`src/rtl/imem_boot_loader.sv`:
```
// imem_boot_loader
//   Owns the instruction-memory address port during boot. A byte stream
//   (valid/ready) is packed little-endian into 32-bit words that are written to
//   consecutive word addresses starting at 0. Once the requested number of words
//   has been written, the address port is handed over to the core's PC and the
//   core is released from stall. Until then the core sees NOP_INSTR.
//
// Ports
//   clk, rst_n   system clock, asynchronous active-low reset
//   start        one-cycle pulse: begin a load of word_count words
//   word_count   words to load (0..2**ADDR_W), sampled with start
//   byte_valid   byte_data valid
//   byte_data    program byte, little-endian within each word
//   byte_ready   loader accepts a byte this cycle
//   fetch_addr   byte address from the PC
//   mem_rdata    combinational read data from the instruction memory
//   mem_addr     word address: write index while loading, PC word address in RUN
//   mem_we       one-cycle write strobe per assembled word
//   mem_wdata    assembled word
//   instr_out    instruction to core (NOP_INSTR while stalled)
//   core_stall   holds the core while not in RUN
//   load_done    high in RUN after a load or a zero-length start
//   load_err     sticky: start with word_count > 2**ADDR_W
//   addr_fault   RUN and fetch_addr outside the memory (combinational)
//
// state | meaning
// ------+-----------------------------------------------------------
// IDLE  | after reset, core stalled, waiting for a valid start
// LOAD  | accepting bytes of the current word (byte_ready = 1)
// WRITE | one-cycle memory write of the assembled word
// RUN   | core owns the address port; start triggers a reload

module imem_boot_loader #(
    parameter int          ADDR_W    = 6,
    parameter logic [31:0] NOP_INSTR = 32'h0000_0013
) (
    input  logic              clk,
    input  logic              rst_n,
    input  logic              start,
    input  logic [ADDR_W:0]   word_count,
    input  logic              byte_valid,
    input  logic [7:0]        byte_data,
    output logic              byte_ready,
    input  logic [31:0]       fetch_addr,
    input  logic [31:0]       mem_rdata,
    output logic [ADDR_W-1:0] mem_addr,
    output logic              mem_we,
    output logic [31:0]       mem_wdata,
    output logic [31:0]       instr_out,
    output logic              core_stall,
    output logic              load_done,
    output logic              load_err,
    output logic              addr_fault
);

    localparam int            DEPTH_I = 1 << ADDR_W;
    localparam logic [ADDR_W:0] DEPTH = DEPTH_I[ADDR_W:0];

    typedef enum logic [1:0] {
        S_IDLE  = 2'd0,
        S_LOAD  = 2'd1,
        S_WRITE = 2'd2,
        S_RUN   = 2'd3
    } state_t;

    state_t            state;
    logic [1:0]        byte_idx;
    // One bit wider than the address so a full-depth target is representable;
    // the target bound keeps the index itself below DEPTH.
    logic [ADDR_W:0]   word_idx;
    logic [ADDR_W:0]   word_tgt;
    logic [ADDR_W:0]   word_idx_nxt;

    assign word_idx_nxt = word_idx + 1'b1;

    always_ff @(posedge clk or negedge rst_n) begin
        if (!rst_n) begin
            state      <= S_IDLE;
            byte_idx   <= 2'd0;
            word_idx   <= '0;
            word_tgt   <= '0;
            byte_ready <= 1'b0;
            mem_we     <= 1'b0;
            mem_wdata  <= 32'd0;
            core_stall <= 1'b1;
            load_done  <= 1'b0;
            load_err   <= 1'b0;
        end else begin
            case (state)
                S_IDLE, S_RUN: begin
                    // A start is decoded the same way from IDLE and RUN; an
                    // oversized count leaves the current state untouched.
                    if (start) begin
                        if (word_count == '0) begin
                            state      <= S_RUN;
                            core_stall <= 1'b0;
                            load_done  <= 1'b1;
                            load_err   <= 1'b0;
                        end else if (word_count <= DEPTH) begin
                            state      <= S_LOAD;
                            word_tgt   <= word_count;
                            word_idx   <= '0;
                            byte_idx   <= 2'd0;
                            byte_ready <= 1'b1;
                            core_stall <= 1'b1;
                            load_done  <= 1'b0;
                            load_err   <= 1'b0;
                        end else begin
                            load_err   <= 1'b1;
                        end
                    end
                end

                S_LOAD: begin
                    if (byte_valid && byte_ready) begin
                        mem_wdata[{byte_idx, 3'b000} +: 8] <= byte_data;
                        byte_idx <= byte_idx + 2'd1;
                        if (byte_idx == 2'd3) begin
                            state      <= S_WRITE;
                            byte_ready <= 1'b0;
                            mem_we     <= 1'b1;
                        end
                    end
                end

                S_WRITE: begin
                    mem_we   <= 1'b0;
                    word_idx <= word_idx_nxt;
                    if (word_idx_nxt < word_tgt) begin
                        state      <= S_LOAD;
                        byte_ready <= 1'b1;
                    end else begin
                        state      <= S_RUN;
                        core_stall <= 1'b0;
                        load_done  <= 1'b1;
                    end
                end

                default: state <= S_IDLE;
            endcase
        end
    end

    // Word-aligned fetch: the two byte-offset bits are deliberately dropped.
    logic unused_fetch_lsb;
    assign unused_fetch_lsb = ^fetch_addr[1:0];

    assign mem_addr   = (state == S_RUN) ? fetch_addr[ADDR_W+1:2] : word_idx[ADDR_W-1:0];
    assign instr_out  = core_stall ? NOP_INSTR : mem_rdata;
    assign addr_fault = (state == S_RUN) && (fetch_addr[31:ADDR_W+2] != '0);

endmodule
```
`config.mk`:
```
export PLATFORM = sky130hd
export DESIGN_NAME = imem_boot_loader
export DESIGN_NICKNAME = d
export VERILOG_FILES = /design/src/rtl/imem_boot_loader.sv
export SDC_FILE = /design/constraint.sdc
export NUM_CORES = 1
export LEC_CHECK = 0
export CAP_MARGIN = 10
export CORE_ASPECT_RATIO = 0.8
export CORE_MARGIN = 10
export CORE_UTILIZATION = 40
export DETAILED_ROUTE_END_ITERATION = 10
export HOLD_SLACK_MARGIN = 0.12
export MAX_ROUTING_LAYER = met4
export PLACE_DENSITY = 0.78
export SLEW_MARGIN = 15
export SYNTH_ARGS = -nofsm -noshare
export SYNTH_HDL_FRONTEND = slang
export SYNTH_SLANG_ARGS = --single-unit
```
`constraint.sdc`:
```
create_clock -name clk -period 2.5 [get_ports clk]
set_input_delay 0.625 -clock clk [delete_from_list [all_inputs] [get_ports clk]]
set_output_delay 0.625 -clock clk [all_outputs]
set_load 0.02 [all_outputs]
```
# After elaboration in Yosys (flattened, before gate mapping)
# Cells that the tools add are included.
dict set report word_totals {
  out_inout_bits 76
  inputBits 83
  ff_bits 55
}
dict set report classes {
  eq_ne 12
  bitwise 1
  reduce_logical 18
  n_lt_le_gt_ge 2
  mux 40
  n_shift 2
  n_addsub 3
}
# cell count
set op_table {}
lappend op_table {{$bwmux W32} 1}
lappend op_table {{$mux W32} 1}
lappend op_table {{$shift A8 B7 Y32 const A} 1}
lappend op_table {{$shiftx A8 B7 Y32} 1}
lappend op_table {{$reduce_bool A24 Y1} 1}
lappend op_table {{$mux W7} 3}
lappend op_table {{$mux W2} 10}
lappend op_table {{$mux W1} 17}
lappend op_table {{$reduce_and A4 Y1} 4}
lappend op_table {{$ne A2 B2 Y1 const B} 7}
lappend op_table {{$pmux W7 S2} 1}
lappend op_table {{$add A7 B1 Y7 const B} 1}
lappend op_table {{$le A7 B7 Y1 const B} 1}
lappend op_table {{$logic_not A7 Y1} 1}
lappend op_table {{$lt A7 B7 Y1} 1}
lappend op_table {{$neg A5 Y7} 1}
lappend op_table {{$eq A2 B2 Y1 const B} 3}
lappend op_table {{$mux W6} 1}
lappend op_table {{$pmux W1 S2} 3}
lappend op_table {{$pmux W2 S3} 1}
lappend op_table {{$reduce_and A6 Y1} 1}
lappend op_table {{$reduce_bool A2 Y1} 3}
lappend op_table {{$reduce_and A5 Y1} 1}
lappend op_table {{$pmux W2 S2} 1}
lappend op_table {{10 further kinds} 12}

# Logic depth before layout (Yosys ltp)
dict set report depth {
  depth_word 5
  mapped_depth 10
  mapped_depth_nobuf 10
}

# Worst setup path after synthesis
# No wires, ideal clock.
dict set report synth_path {
  kind {input-to-reg}
  startpoint {input port word_count[1]}
  endpoint {register byte_ready}
  setup_ps 125
  t_arrival_ps 2254
  path_slack_ps 121
  required_ps 2375
  cell_stages 5
  path_buffers 0
  cell_sequence {or4_4 -> or4_4 -> a31oi_4 -> a211oi_2 -> mux2_4}
}
dict set report synth_via {
  elab_chain_len 3
  elab_cells_between_ends 5
  classes_between {1 x order compare; 2 x eq/ne; 2 x reduce/logical}
}
# element line_no
set synth_lines {}
lappend synth_lines {{start, declared} 40} ;# input logic [ADDR_W:0] word_count,
lappend synth_lines {{$le A7 B7 Y1 or $logic_not A7 Y1 (tied branches)} {99, 94}}
lappend synth_lines {{$ne A2 B2 Y1 (no source line)} -}
lappend synth_lines {{$reduce_and A6 Y1 (no source line) (*)} -}
lappend synth_lines {{end signal, assigned} 104} ;# byte_ready <= 1'b1;
lappend synth_lines {{end signal, assigned} 120} ;# byte_ready <= 1'b0;
lappend synth_lines {{end signal, assigned} 131} ;# byte_ready <= 1'b1;
lappend synth_lines {{end, declared} 43} ;# output logic byte_ready,
# Mark *: on every way between the ends. The rest lies on a longest branch, timed or not.
# A chain may end at the register's enable or synchronous reset.

# Worst setup path after layout
dict set report layout_path {
  startpoint {input port fetch_addr[29]}
  endpoint {output port addr_fault}
}
dict set report layout_via {
  elab_chain_len 2
}
# element line_no
set layout_lines {}
lappend layout_lines {{start, declared} 44} ;# input logic [31:0] fetch_addr,
lappend layout_lines {{$reduce_bool A24 Y1} 150} ;# assign addr_fault = (state == S_RUN) && (fetch_addr[31:ADDR_W+2] != '0);
lappend layout_lines {{$logic_and A1 B1 Y1} 150}
lappend layout_lines {{end, declared} 53} ;# output logic addr_fault
# No other way between the ends.

==> results.md <==
* Cells after Synth at 335
* Total iterations of the first detailed-routing run at 4
* PD cells at 893.3 nW/um2
* Final HPWL DP at 8523 um
* Setup Skew at 0.01261 ns
* Syn Area/Cell at 9.095 um2
* Post-synth EDFFs at 0
* Top cells by area, synth: dfrtp_1, nand2_1, ha_1
* Top-area cell type share of the netlist area at 44.35%
* Max IR drop VDD at roughly 0.66 mV
* Critical R2R Launch: word_idx[1]
* Chip Width at 117.6 um
* R2R cell count at 10
* Worst-path clk slew at 0.10 ns
* P_leak at between 2 and 2.5 nW
* Drt via density at 4.871
* Crit share post-route at 100.3%
* IO Pins at 159
* Most common cell in the netlist: nand2_1
* Filler instances at 614
* Initial drt markers at ~180
* CP arrival at between 1.5 and 2 ns
* Sw Ratio at 42.38%
* Placeable Area at 7392 um2
* DRC at 0
* Worst Path Max Fanout at 1
* Seq/Total Area, Yosys at a little under half
* Synth Register Bits at 55
* Finished Cell Area at 4994 um2
* Vias in the first global route at between 2000 and 3000
* Clock share of power at 11.0%
* Initial core utilization at 41.22%
* Hold-fix buffers, CTS at 0
* Clock latency on the worst-skew pair at 0.31 ns
* Status: finished with violations
* Measured slew at the worst slew-check pin at 0.4427 ns
* Wire per inst at approximately 17 um
* PortBufs at 156
* CTS Buf Count at 5
* R2R Path End: byte_ready
* Row count at 28
* Top FF cell, synth: dfrtp_1
* Syn Std Cell Area at 3047 um2
* Grt total ovfl at 0
* Synth warnings at 0
* H-tree levels at 2
* Clock root cell: clkbuf_8
* Max-slew violation count at 0
* Top cells by count, synth: nand2_1, dfrtp_1, o21ai_0, nor2b_1, ha_1
* Ant diodes at 0
* Critical Path Source Type: input pin
* Async SR Flop Fraction at 100.0%
* Fin Setup TNS at -0.007429 ns
* Die ar. at 11530 um2
* Initial antenna violation count at 0
* Endpoints failing setup at 1
* Req. time, crit path at 1.88 ns
* P_sw at 1.891 mW
* Violations in the final reports: negative setup slack
* Final design utilization at 67.55%
* CP Class: in -> out
* Total Wirelength at between 10000 and 15000 um
* Global placement routability congestion at 0.8154
* Combinational share of power at 59.7%
* MaxCap Viol Count at 0
* Hold WC Path Type: in -> async
* P&R area growth vs syn at 63.90%
* First-pass GRT wire length at ~16000 um
* Syn_nets at 435
* Final Hold Vio Count at 0
* Pre-CTS setup slack at -0.4172 ns
* Largest net degree at the start of global routing at 21
* CTS tree: yes
* Fmax at 0.3988 GHz
* Vias at 2986
* Hold slack at 0.2253 ns
* Post-synth cell types at 43
* CTS max path bufs at 2
* Crit end category: output port
* Area leader, netlist: dfrtp_1
* Post-route minimum period at 2.507 ns
* Die Y at 98.06 um
* Placed Area at 4808 um2
* Total GRT Usage at 17.57%
* Max transition margin at 70.41%
* Power Internal at roughly 2.6 mW
* Final setup margin at -0.007429 ns
* Antenna-violating nets left at 0
* NumNets Final at 607
* Setup repair after global routing missed its margin: true
* Clock sink count at 55
* Flop pwr share at between 20 and 30%
* Share of layout cells above drive strength 1 at 11.22%
* R2r setup slk at 0.10 ns
stage by stage:
| stage | power (mW) | cells |
|---|---|---|
| floorplan | 2.795 | 335 |
| CTS | 4.485 | 612 |
| detailed placement | 3.965 | 601 |
| finish | 4.461 | 613 |
| global placement | 3.886 | 601 |
| global route | 4.784 | 613 |
registers in the layout, summed over array words and instances, names as in the netlist:
name,cells
byte_ready,1
word_tgt,7
byte_idx,2
mem_we,1
word_idx,7
load_err,1
state,2
core_stall,1
mem_wdata,32
load_done,1
critical path, cell delays in order:
cell,delay (ns)
clkdlybuf4s50_1,0.42
nor4_2,0.31
nand4_1,0.16
o21a_1,0.20
buf_2,0.16
area by class of cell:
| class | instances | area [um2] | share of cell area, % |
|---|---|---|---|
| timing repair buffer | 177 | 1730 | 34.65 |
| multi-input combinational | 253 | 1608 | 32.20 |
| sequential | 55 | 1383 | 27.69 |
| tap | 105 | 131.4 | 2.631 |
| clock buffer | 6 | 72.57 | 1.453 |
| inverter | 15 | 56.30 | 1.128 |
| clock inverter | 2 | 12.51 | 0.2506 |
worst max-delay path by stage:
stage / start / endpoint / slack [ns]
after global placement: word_count[0] / byte_ready / -0.39
after detailed placement: word_count[0] / byte_ready / -0.42
after global routing: word_idx[1] / byte_ready / -0.06
final: fetch_addr[29] / addr_fault / -0.007
after floorplan: word_count[1] / byte_ready / 0.12
after CTS: fetch_addr[10] / addr_fault / -0.05
per-layer routing:
| metal | up-vias | part of all wire [%] | global-route usage [%] |
|---|---|---|---|
| met1 | 1385 | 46 | 22.26 |
| met2 | 119 | 48 | 28.54 |
| met5 | - | 0 | - |
| li1 | 1480 | - | - |
| met3 | 2 | 5.6 | 3.855 |
| met4 | 0 | 0.46 | 3.131 |
logic make-up (layout without fill, tap and decap cells):
| group | Yosys count | after routing | share of synthesized area, % |
|---|---|---|---|
| XOR/XNOR | 4 | 4 | 1.150 |
| AND/OR/NAND/NOR | 147 | 147 | 23.16 |
| buffers and inverters | 27 | 200 | 3.614 |
| adder cells (fa/ha/maj) | 17 | 17 | 6.981 |
| AO/OA/AOI/OAI | 75 | 75 | 16.10 |
| multiplexers | 10 | 10 | 3.778 |
| flip-flops | 55 | 55 | 45.22 |
power by group through the flow:
stage | sequential, mW | clock (mW) | combinational [mW]
floorplan | 1.42 | 0 | 1.38
global placement | 1.31 | 0 | 2.57
detailed placement | 1.32 | 0 | 2.64
CTS | 1.30 | 0.503 | 2.68
global route | 1.34 | 0.539 | 2.91
finish | 1.31 | 0.489 | 2.66
cell usage in the layout (no fill, tap or decap), types with 3 or more instances in the layout:
| master | Yosys | routed |
|---|---|---|
| a21o_1 | 3 | 3 |
| a21oi_1 | 6 | 6 |
| a22o_1 | 7 | 7 |
| a31oi_1 | 3 | 3 |
| buf_4 | 0 | 21 |
| clkbuf_8 | 0 | 5 |
| clkdlybuf4s50_1 | 0 | 132 |
| dfrtp_1 | 54 | 53 |
| dlygate4sd2_1 | 0 | 9 |
| dlymetal6s2s_1 | 0 | 13 |
| ha_1 | 17 | 15 |
| inv_1 | 15 | 15 |
| mux2_2 | 8 | 8 |
| nand2_1 | 84 | 84 |
| nand3_1 | 6 | 6 |
| nor2_1 | 4 | 3 |
| nor2b_1 | 29 | 29 |
| nor3b_1 | 3 | 3 |
| nor4_1 | 6 | 5 |
| o21ai_0 | 42 | 42 |
| or2_2 | 3 | 3 |
what timing repair did:
action | CTS | global route
endpoints found under the setup margin | 29 | 16
pin swaps | 5 | 7
gates resized for setup | 16 | 20
setup buffers | 3 | 1
Power figures use the tool's default switching activity.
